<file path="src/rtl/cc_pkg.sv">
// Shared cache-controller definitions: miss FSM states and fixed AXI read-burst attributes.
package cc_pkg;

   typedef enum logic {
      StIdle  = 1'b0,
      StIssue = 1'b1
   } cc_state_e;

   // AXI burst-type encodings.
   localparam logic [1:0] BURST_FIXED = 2'b00;
   localparam logic [1:0] BURST_INCR  = 2'b01;
   localparam logic [1:0] BURST_WRAP  = 2'b10;

   // A line refill is 8 beats of 8 bytes, wrapping from the critical doubleword.
   localparam logic [3:0] CC_BURST_LEN = 4'd7;
   localparam logic [2:0] CC_BEAT_SIZE = 3'd3;

endpackage

</file>
<file path="src/rtl/cc_miss_req_ctrl.sv">
// Miss request controller: captures one miss at a time, issues a WRAP read burst on AR,
// records the miss address in the refill FIFO and tracks in-flight bursts.
module cc_miss_req_ctrl
   import cc_pkg::*;
#(
   parameter int unsigned MAX_OUTSTANDING = 4
) (
   input  logic        clk,
   input  logic        rst_n,
   input  logic        miss_req_i,
   input  logic [31:0] miss_addr_i,
   output logic        miss_ack_o,
   output logic        mem_arvalid_o,
   input  logic        mem_arready_i,
   output logic [31:0] mem_araddr_o,
   output logic [3:0]  mem_arlen_o,
   output logic [2:0]  mem_arsize_o,
   output logic [1:0]  mem_arburst_o,
   input  logic        mem_rvalid_i,
   input  logic        mem_rready_i,
   input  logic        mem_rlast_i,
   input  logic        miss_addr_fifo_full_i,
   output logic        miss_addr_fifo_wren_o,
   output logic [31:0] miss_addr_fifo_wdata_o,
   output logic [2:0]  outstanding_o,
   output logic        busy_o
);

   localparam logic [2:0] MaxOut = 3'(MAX_OUTSTANDING);

   cc_state_e   state_q, state_d;
   logic [31:0] addr_q, addr_d;
   logic [2:0]  outstanding_q, outstanding_d;
   logic        capture;
   logic        ar_hs;
   logic        r_done;

   assign r_done = mem_rvalid_i & mem_rready_i & mem_rlast_i;

   // FSM next state: capture a miss in IDLE, hold AR in ISSUE until accepted.
   always_comb begin
      state_d = state_q;
      addr_d  = addr_q;
      capture = 1'b0;
      ar_hs   = 1'b0;
      case (state_q)
         StIdle: begin
            if (miss_req_i && (outstanding_q < MaxOut) && !miss_addr_fifo_full_i) begin
               capture = 1'b1;
               addr_d  = miss_addr_i;
               state_d = StIssue;
            end
         end
         StIssue: begin
            if (mem_arready_i) begin
               ar_hs   = 1'b1;
               state_d = StIdle;
            end
         end
         default: state_d = StIdle;
      endcase
   end

   // In-flight burst count: +1 per AR handshake, -1 per last R beat, saturating at zero.
   always_comb begin
      outstanding_d = outstanding_q;
      if (ar_hs && !r_done) begin
         outstanding_d = outstanding_q + 3'd1;
      end else if (r_done && !ar_hs && (outstanding_q != 3'd0)) begin
         outstanding_d = outstanding_q - 3'd1;
      end
   end

   // State registers with synchronous active-low reset.
   always_ff @(posedge clk) begin
      if (!rst_n) begin
         state_q       <= StIdle;
         addr_q        <= '0;
         outstanding_q <= '0;
      end else begin
         state_q       <= state_d;
         addr_q        <= addr_d;
         outstanding_q <= outstanding_d;
      end
   end

   // Ack and push are qualified by rst_n so a handshake seen during reset leaves no trace.
   assign miss_ack_o             = rst_n & capture;
   assign miss_addr_fifo_wren_o  = rst_n & ar_hs;
   assign miss_addr_fifo_wdata_o = addr_q;

   // AR channel driven purely from registers; address aligned to the critical doubleword.
   assign mem_arvalid_o = (state_q == StIssue);
   assign mem_araddr_o  = {addr_q[31:3], 3'b000};
   assign mem_arlen_o   = CC_BURST_LEN;
   assign mem_arsize_o  = CC_BEAT_SIZE;
   assign mem_arburst_o = BURST_WRAP;

   assign outstanding_o = outstanding_q;
   assign busy_o        = (state_q != StIdle) || (outstanding_q != 3'd0);

endmodule

</file>
<file path="config.mk">
export PLATFORM = sky130hd
export DESIGN_NAME = cc_miss_req_ctrl
export DESIGN_NICKNAME = d
export VERILOG_FILES = /design/src/rtl/cc_pkg.sv /design/src/rtl/cc_miss_req_ctrl.sv
export SDC_FILE = /design/constraint.sdc
export NUM_CORES = 1
export LEC_CHECK = 0
export CAP_MARGIN = 20
export CORE_MARGIN = 2
export CORE_UTILIZATION = 38
export DETAILED_ROUTE_END_ITERATION = 10
export PLACE_DENSITY = 0.91
export SYNTH_ARGS = -nofsm -noshare
export SYNTH_HDL_FRONTEND = slang
export SYNTH_SLANG_ARGS = --single-unit
</file>
<file path="constraint.sdc">
create_clock -name clk -period 4.2 [get_ports clk]
set_clock_uncertainty 0.2 [all_clocks]
set_input_delay 0.63 -clock clk [delete_from_list [all_inputs] [get_ports clk]]
set_output_delay 0.63 -clock clk [all_outputs]
set_load 0.005 [all_outputs]
</file>
==> results of run 1 <==
-- final timing paths --
check	start	to	cells past startpoint
setup / recovery	rst_n	miss_addr_fifo_wren_o	4
hold / removal	miss_addr_fifo_wdata_o[1]	miss_addr_fifo_wdata_o[1]	2
setup reg to reg	mem_arvalid_o	outstanding_o[2]	6
hold reg to reg	miss_addr_fifo_wdata_o[1]	miss_addr_fifo_wdata_o[1]	2
-- layer usage --
metal / part of all wire (%) / track usage (%) / vias up
met4: 0.35 / 3.086 / 0
met5: 0 / 0 / -
met2: 50 / 27.52 / 73
met1: 39 / 15.35 / 687
met3: 9.9 / 7.222 / 2
li1: - / - / 771
-- layout by cell type (no fill, tap or decap), types with 2 or more instances in the layout --
cell type,netlist,routed
clkdlybuf4s50_1,0,107
dfxtp_1,36,36
conb_1,2,12
clkbuf_8,0,7
mux2i_1,2,2
buf_4,41,2
a21boi_0,3,3
nor3_1,2,2
nand2b_1,3,3
nand2_1,68,68
a21boi_1,29,29
-- where the power goes --
group / internal, uW / switching [uW] / total, uW
logic: 108 / 54.8 / 163
clock network: 209 / 115 / 325
registers: 359 / 14.1 / 373
total: 676 / 184 / 860
-- critical path, stage by stage --
cell and delay (ns):
clkdlybuf4s50_1 0.45, buf_4 0.30, and3_1 0.21, clkdlybuf4s50_1 0.50
-- cell families (layout without fill, tap and decap cells) --
logic type	after synthesis	after routing	share of synthesized area [%]
AO/OA/AOI/OAI	36	36	15.18
adder cells (fa/ha/maj)	1	1	1.124
multiplexers	2	2	1.124
flip-flops	36	36	40.48
buffers and inverters	53	119	21.36
AND/OR/NAND/NOR	82	82	20.31
other	2	12	0.4218
-- flip-flops by register name, summed over array words and instances, names as in the netlist --
register	cells
miss_addr_fifo_wdata_o	32
outstanding_o	3
mem_arvalid_o	1
-- per-stage QoR --
stage / setup slack, ns / util, %
5_1_grt: 1.186 / 61.80
6_report: 1.270 / 61.80
3_5_place_dp: 1.243 / 58.33
3_3_place_gp: 1.276 / 58.33
2_1_floorplan: 2.078 / -
4_1_cts: 1.243 / 61.18
-- Yosys cell counts (2+ instances only) --
cell type | number | area (um2)
clkbuf_1 | 4 | 15.01
buf_6 | 3 | 33.78
nand2b_1 | 3 | 18.77
a21boi_0 | 3 | 22.52
dfxtp_1 | 36 | 720.7
nand2_1 | 68 | 255.2
a21boi_1 | 29 | 217.7
mux2i_1 | 2 | 20.02
nor3_1 | 2 | 10.01
conb_1 | 2 | 7.510
buf_4 | 41 | 307.8
buf_2 | 4 | 20.02
-- area by class of cell --
cell class	instances	area [um2]
clock inverters	1	30.03
repair buffers	110	1114
multi-input cells	133	716.9
clock buffers	7	96.34
fillers	378	1698
inverters	1	3.754
flip-flops and latches	36	720.7
well taps	52	65.06
==> flow_metrics.env, run 1 <==
export IMPL_setup_viol=0
export IMPL_rsz0062_at_grt="no"
export IMPL_grt_pass1_wl_mm=6.085
export IMPL_antenna_left=0
export IMPL_cts_buffer_depth=2
export IMPL_cts_sinks=36
export IMPL_place_congestion=0.6974
export IMPL_vias_per_cell=4.509
export IMPL_ys_types=27
export IMPL_n_antenna_cell=0
export IMPL_coreArea_mm2=0.004444
export IMPL_cts_inserted_buffers=5
export IMPL_final_area_mm2=0.002746
export IMPL_synth_cells=212
export IMPL_crit_type="in2out"
export IMPL_synth_ff_latch_count=36
export IMPL_critPathArrivalTime_ns=2.10
export IMPL_start_util_pct=40.06
export IMPL_dp_hpwl_mm=3.032
export IMPL_cts_root_buffer="clkbuf_8"
export IMPL_grt_max_degree=41
export IMPL_insertion_delay_ns=0.27
export IMPL_clk_pin_slew_ns=0.07
export IMPL_portBuffers=107
export IMPL_finalHoldViolCount=0
export IMPL_wl_per_cell_um=11.77
export IMPL_antenna_found_initial=0
export IMPL_end_kind="primary output"
export IMPL_maxCapViolations=0
export IMPL_io_pins=120
export IMPL_critPathLaunchType="primary input"
export IMPL_seq_area_frac_synth_pct=40.48
export IMPL_cts_tree="done"
export IMPL_layout_nets=328
export IMPL_crit_fanout=40
export IMPL_fin_setup_tns_ns=0
export IMPL_ctsResizeCount=0
export IMPL_whs_ns=0.2515
export IMPL_layout_drive_gt1_share_pct=4.514
export IMPL_async_reset_ff_share_pct=0
export IMPL_rows=24
export IMPL_vias=1533
export IMPL_synth_edf_count=0
export IMPL_firstDrtPassIters=4
export IMPL_drc_errors=0
export IMPL_cts_hold_buffers=0
export IMPL_min_delay_path_class="reg2reg"
export IMPL_syn_area_mm2=0.001780
export IMPL_p_per_area_mw_per_mm2=313.3
export IMPL_place_area_mm2=0.002592
export IMPL_gr_total_overflow=0
export IMPL_maxSlewViolCount=0
export IMPL_p_leak_uw=0.001032
export IMPL_htree_levels=2
export IMPL_die_h_um=72.45
export IMPL_min_period_over_period_pct=69.76
export IMPL_r2r_slack_ns=2.09
export IMPL_synthToLayoutAreaGrowth_pct=54.25
export IMPL_status="finished clean"
export IMPL_worst_ep_required_time_ns=3.37
export IMPL_grt_pass1_vias=1364
export IMPL_yosys_warnings=0
export IMPL_die_w_um=72.45
export IMPL_vdd_drop_max_v=0.0001704
export IMPL_syn_avg_cell_area_um2=8.398
export IMPL_layout_min_cycle_time_ns=2.930
export IMPL_drtIter0Drc=34
export IMPL_fmax_mhz=341.3
export IMPL_power_total_uw=860.4
export IMPL_cts_setup_buffers=0
export IMPL_dp_cells=331
export IMPL_dieArea_mm2=0.005249
export IMPL_grt_usage_pct=14.95
export IMPL_synth_ff_type="dfxtp_1"
export IMPL_fin_cells=340
export IMPL_drt_total_wl_mm=4.003
No activity file was read; power rests on OpenSTA's default activity.
==> run 2: changes to the inputs <==
- CORE_UTILIZATION: 38 -> 36
- PLACE_DENSITY: 0.91 -> 0.87
- clock period: 4.2 -> 2.84 ns (I/O delays scaled with it)
==> flow_metrics.env, run 2 (synthesis results as in run 1) <==
export IMPL_cts_inserted_buffers=5
export IMPL_cts_setup_buffers=0
export IMPL_cts_buffer_depth=2
export IMPL_crit_fanout=2
export IMPL_layout_nets=331
export IMPL_dieArea_mm2=0.005524
export IMPL_cts_root_buffer="clkbuf_8"
export IMPL_fmax_mhz=411.2
export IMPL_maxCapViolations=0
export IMPL_layout_min_cycle_time_ns=2.432
export IMPL_critPathArrivalTime_ns=1.81
export IMPL_n_antenna_cell=0
export IMPL_grt_max_degree=33
export IMPL_critPathLaunchType="primary input"
export IMPL_htree_levels=2
export IMPL_final_area_mm2=0.002768
export IMPL_vias=1575
export IMPL_setup_viol=0
export IMPL_clk_pin_slew_ns=0.07
export IMPL_grt_pass1_vias=1356
export IMPL_wl_per_cell_um=11.27
export IMPL_portBuffers=107
export IMPL_maxSlewViolCount=0
export IMPL_rr_startpoint="mem_arvalid_o"
export IMPL_largest_reg_flops=32
export IMPL_gr_total_overflow=0
export IMPL_cts_tree="done"
export IMPL_antenna_left=0
export IMPL_place_area_mm2=0.002641
export IMPL_drt_total_wl_mm=4.033
export IMPL_grt_pass1_wl_mm=6.147
export IMPL_status="finished clean"
export IMPL_final_cell_mix="clkdlybuf4s50_1 (107), nand2_1 (68), dfxtp_1 (36)"
export IMPL_cts_hold_buffers=0
export IMPL_cts_sinks=36
export IMPL_rsz0062_at_grt="no"
export IMPL_crit_end="miss_ack_o"
export IMPL_grt_usage_pct=14.44
export IMPL_layout_drive_gt1_share_pct=5.498
export IMPL_die_h_um=74.33
export IMPL_start_util_pct=37.45
export IMPL_insertion_delay_ns=0.28
export IMPL_drtIter0Drc=28
export IMPL_worst_ep_required_time_ns=2.21
export IMPL_min_period_over_period_pct=85.63
export IMPL_place_congestion=0.6989
export IMPL_crit_type="in2out"
export IMPL_coreArea_mm2=0.004755
export IMPL_drc_errors=0
export IMPL_crit_path_start="miss_addr_fifo_full_i"
export IMPL_rows=25
export IMPL_dp_hpwl_mm=3.081
export IMPL_final_common_cell="clkdlybuf4s50_1"
export IMPL_die_w_um=74.33
export IMPL_power_total_uw=1272
export IMPL_vdd_drop_max_v=0.0003834
export IMPL_p_per_area_mw_per_mm2=459.7
export IMPL_ctsResizeCount=0
export IMPL_firstDrtPassIters=4
export IMPL_finalCoreUtilization_pct=58.21
export IMPL_p_leak_uw=0.001037
export IMPL_antenna_found_initial=0
export IMPL_r2r_end="outstanding_o[2]"
export IMPL_io_pins=120
export IMPL_r2r_slack_ns=0.96
export IMPL_min_delay_path_class="reg2reg"
export IMPL_end_kind="primary output"
export IMPL_fillers=451
export IMPL_finalHoldViolCount=0
export IMPL_rr_worst_depth=6
export IMPL_synthToLayoutAreaGrowth_pct=55.45
export IMPL_fin_setup_tns_ns=0
export IMPL_vias_per_cell=4.399
==> run 2: cell count changes in the layout (fill, tap and decap cells not counted) <==
cell	before	now
buf_16	1	0
buf_4	2	6
==> run 2: worst min path at each step <==
stage | end | from | cells past startpoint
2_1_floorplan | miss_addr_fifo_wdata_o[0] | miss_addr_fifo_wdata_o[0] | 2
3_3_place_gp | miss_addr_fifo_wdata_o[0] | miss_addr_fifo_wdata_o[0] | 2
3_5_place_dp | miss_addr_fifo_wdata_o[2] | miss_addr_fifo_wdata_o[2] | 2
4_1_cts | miss_addr_fifo_wdata_o[2] | miss_addr_fifo_wdata_o[2] | 2
5_1_grt | miss_addr_fifo_wdata_o[2] | miss_addr_fifo_wdata_o[2] | 2
6_report | miss_addr_fifo_wdata_o[2] | miss_addr_fifo_wdata_o[2] | 2
==> run 2: final cells by class <==
cell class	instances	area [um2]	area share [%]
Clock buffer	7	96.34	3.481
Clock inverter	1	30.03	1.085
Inverter	1	3.754	0.1356
Multi-Input combinational cell	133	716.9	25.90
Sequential cell	36	720.7	26.04
Tap cell	67	83.83	3.029
Timing Repair Buffer	113	1116	40.33
==> run 2: worst max-delay path: stages <==
cell             delay, ns
clkdlybuf4s50_1       0.45
nor4b_4               0.26
and2_1                0.17
clkdlybuf4s50_1       0.50
==> run 2: metal layers <==
layer	part of all wire, %	vias up	track usage, %
li1	-	778	-
met5	0	-	0
met4	1.1	0	5.357
met2	51	68	25.30
met3	7.7	8	4.201
met1	41	721	16.74
==> run 2: metrics by stage <==
stage          hold slack [ns]  setup WS [ns]  cells
2_1_floorplan           0.2514         0.9568    222
3_3_place_gp            0.2395         0.3974    350
3_5_place_dp            0.2513         0.3922    350
4_1_cts                 0.2642         0.3922    358
5_1_grt                 0.2921         0.3512    358
6_report                0.2631         0.4082    358
==> run 2: report_power, final <==
| part | leakage (uW) | switching, uW | internal [uW] |
|---|---|---|---|
| registers | 0.000294 | 21.1 | 530 |
| clock network | 0.0000645 | 172 | 310 |
| logic | 0.000679 | 80.2 | 159 |
==> run 3: changes to the inputs <==
- GPL_TIMING_DRIVEN: not set -> 0
==> flow_metrics.env, run 3 (synthesis results as in run 1) <==
export IMPL_status="finished clean"
export IMPL_internal_power_uw=923.0
export IMPL_sw_frac_of_total_pct=23.05
export IMPL_coreArea_mm2=0.004755
export IMPL_dp_hpwl_mm=3.459
export IMPL_p_per_area_mw_per_mm2=391.9
export IMPL_grt_pass1_vias=1516
export IMPL_antenna_left=0
export IMPL_path_cells="clkdlybuf4s50_1 -> nor4b_4 -> buf_2 -> and2_1 -> clkdlybuf4s50_1"
export IMPL_firstDrtPassIters=4
export IMPL_power_frac_clock_pct=30.4
export IMPL_start_util_pct=37.45
export IMPL_cts_tree="done"
export IMPL_largest_reg_flops=32
export IMPL_rr_startpoint="mem_arvalid_o"
export IMPL_hp_start="miss_addr_fifo_wdata_o[1]"
export IMPL_path_common_cell="clkdlybuf4s50_1"
export IMPL_met3_usage_pct=4.336
export IMPL_crit_family="buffers and inverters"
export IMPL_cts_root_buffer="clkbuf_8"
export IMPL_cts_buffer_depth=2
export IMPL_grt_pass1_wl_mm=6.803
export IMPL_fmax_mhz=365.8
export IMPL_comb_power_share_pct=23.6
export IMPL_grt_use_met2_pct=28.67
export IMPL_p_leak_uw=0.001244
export IMPL_vdd_drop_max_v=0.0002548
export IMPL_fillers=436
export IMPL_grt_met1_usage_pct=18.23
export IMPL_portBuffers=106
export IMPL_vias_per_cell=4.213
export IMPL_crit_buf_inv=3
export IMPL_worst_ep_required_time_ns=2.21
export IMPL_die_w_um=74.33
export IMPL_min_delay_path_class="reg2reg"
export IMPL_critPathLaunchType="primary input"
export IMPL_cts_sinks=36
export IMPL_layout_nets=377
export IMPL_synthToLayoutAreaGrowth_pct=71.89
export IMPL_final_common_cell="clkdlybuf4s50_1"
export IMPL_io_pins=120
export IMPL_n_antenna_cell=0
export IMPL_clk_pin_slew_ns=0.07
export IMPL_finalCoreUtilization_pct=64.37
export IMPL_antenna_found_initial=0
export IMPL_layout_min_cycle_time_ns=2.734
export IMPL_finalHoldViolCount=0
export IMPL_die_h_um=74.33
export IMPL_grt_busiest_layer="met2"
export IMPL_maxSlewViolCount=0
export IMPL_crit_fanout=10
export IMPL_grt_usage_pct=16.01
export IMPL_cts_inserted_buffers=5
export IMPL_min_period_over_period_pct=96.27
export IMPL_rows=25
export IMPL_drt_total_wl_mm=4.424
export IMPL_htree_levels=2
export IMPL_fin_setup_tns_ns=0
export IMPL_crit_path_start="miss_addr_fifo_full_i"
export IMPL_insertion_delay_ns=0.27
export IMPL_max_stage_delay_ns=0.49
export IMPL_dieArea_mm2=0.005524
export IMPL_place_congestion=0.7087
export IMPL_drc_errors=0
export IMPL_rsz0062_at_grt="no"
export IMPL_min_path_cells=2
export IMPL_setup_viol=0
export IMPL_layout_drive_gt1_share_pct=16.91
export IMPL_critPathArrivalTime_ns=2.11
export IMPL_drtIter0Drc=34
export IMPL_r2r_end="outstanding_o[2]"
export IMPL_wl_per_cell_um=10.95
export IMPL_final_cell_mix="clkdlybuf4s50_1 (106), nand2_1 (68), buf_4 (42)"
export IMPL_maxCapViolations=0
export IMPL_min_to="miss_addr_fifo_wdata_o[1]"
export IMPL_multi_input_area_um2=716.9
export IMPL_grt_max_degree=11
export IMPL_pwr_share_seq_pct=46.0
export IMPL_p_switching_uw=276.5
export IMPL_vias=1702
export IMPL_whs_ns=0.2554
export IMPL_end_kind="primary output"
export IMPL_seq_area_um2=720.7
export IMPL_cpMaxStageDelayCell="clkdlybuf4s50_1"
export IMPL_rr_worst_depth=6
export IMPL_gr_total_overflow=0
export IMPL_crit_type="in2out"
export IMPL_r2r_slack_ns=0.78
==> run 3: cell types whose count changed in the layout (fill, tap and decap cells not counted), sizes merged <==
| cell | previous run | this run |
|---|---|---|
| buf | 6 | 49 |
| bufinv | 1 | 0 |
| clkdlybuf4s50 | 107 | 106 |
| clkbuf | 7 | 12 |
==> run 3: cell type report <==
class	count	area share, %
Clock buffer	8	2.944
Sequential cell	36	23.55
Timing Repair Buffer	107	34.91
Multi-Input combinational cell	133	23.43
Buffer	52	12.31
Tap cell	67	2.739
Inverter	1	0.1226
==> run 3: worst max-delay path by stage <==
stage | to | cells past startpoint
final | miss_ack_o | 5
after global routing | miss_ack_o | 5
after CTS | miss_ack_o | 5
after detailed placement | miss_ack_o | 5
after global placement | miss_ack_o | 5
after floorplan | outstanding_o[2] | 6
==> run 3: worst reg2reg max path: cells and delay by family (launching register included) <==
family	cells	cell delay [ns]
flops	1	0.50
simple gates	2	0.43
fa+ha+maj	1	0.39
mux	2	0.37
buf+inv	1	0.10
==> run 3: stage by stage <==
step / area (um2) / cells / setup slack [ns] / total power, uW
after floorplan: 1818 / 222 / 0.9568 / 680.6
after global placement: 2963 / 395 / -0.005118 / 841.0
after detailed placement: 2963 / 395 / -0.05039 / 847.3
after CTS: 3060 / 404 / 0.07047 / 1220
after global routing: 3060 / 404 / 0.01046 / 1270
final: 3060 / 404 / 0.1059 / 1199
==> run 3: routing by layer <==
layer	up-vias	wire (um)
li1	872	-
met1	756	1799
met2	70	2229
met3	4	358
met5	-	0
met4	0	36
==> run 3: power by group through the flow <==
stage	Clock, uW	Combinational, uW	Sequential [uW]
2_1_floorplan	0	118	563
3_3_place_gp	0	279	562
3_5_place_dp	0	284	563
4_1_cts	382	286	552
5_1_grt	405	309	555
6_report	365	283	552
==> run 3: timing repair <==
item | in CTS | in global routing
hold buffers | 0 | 0
buffers inserted | 1 | 0
resized for setup | 0 | 0
endpoints found under the setup margin | 1 | 0
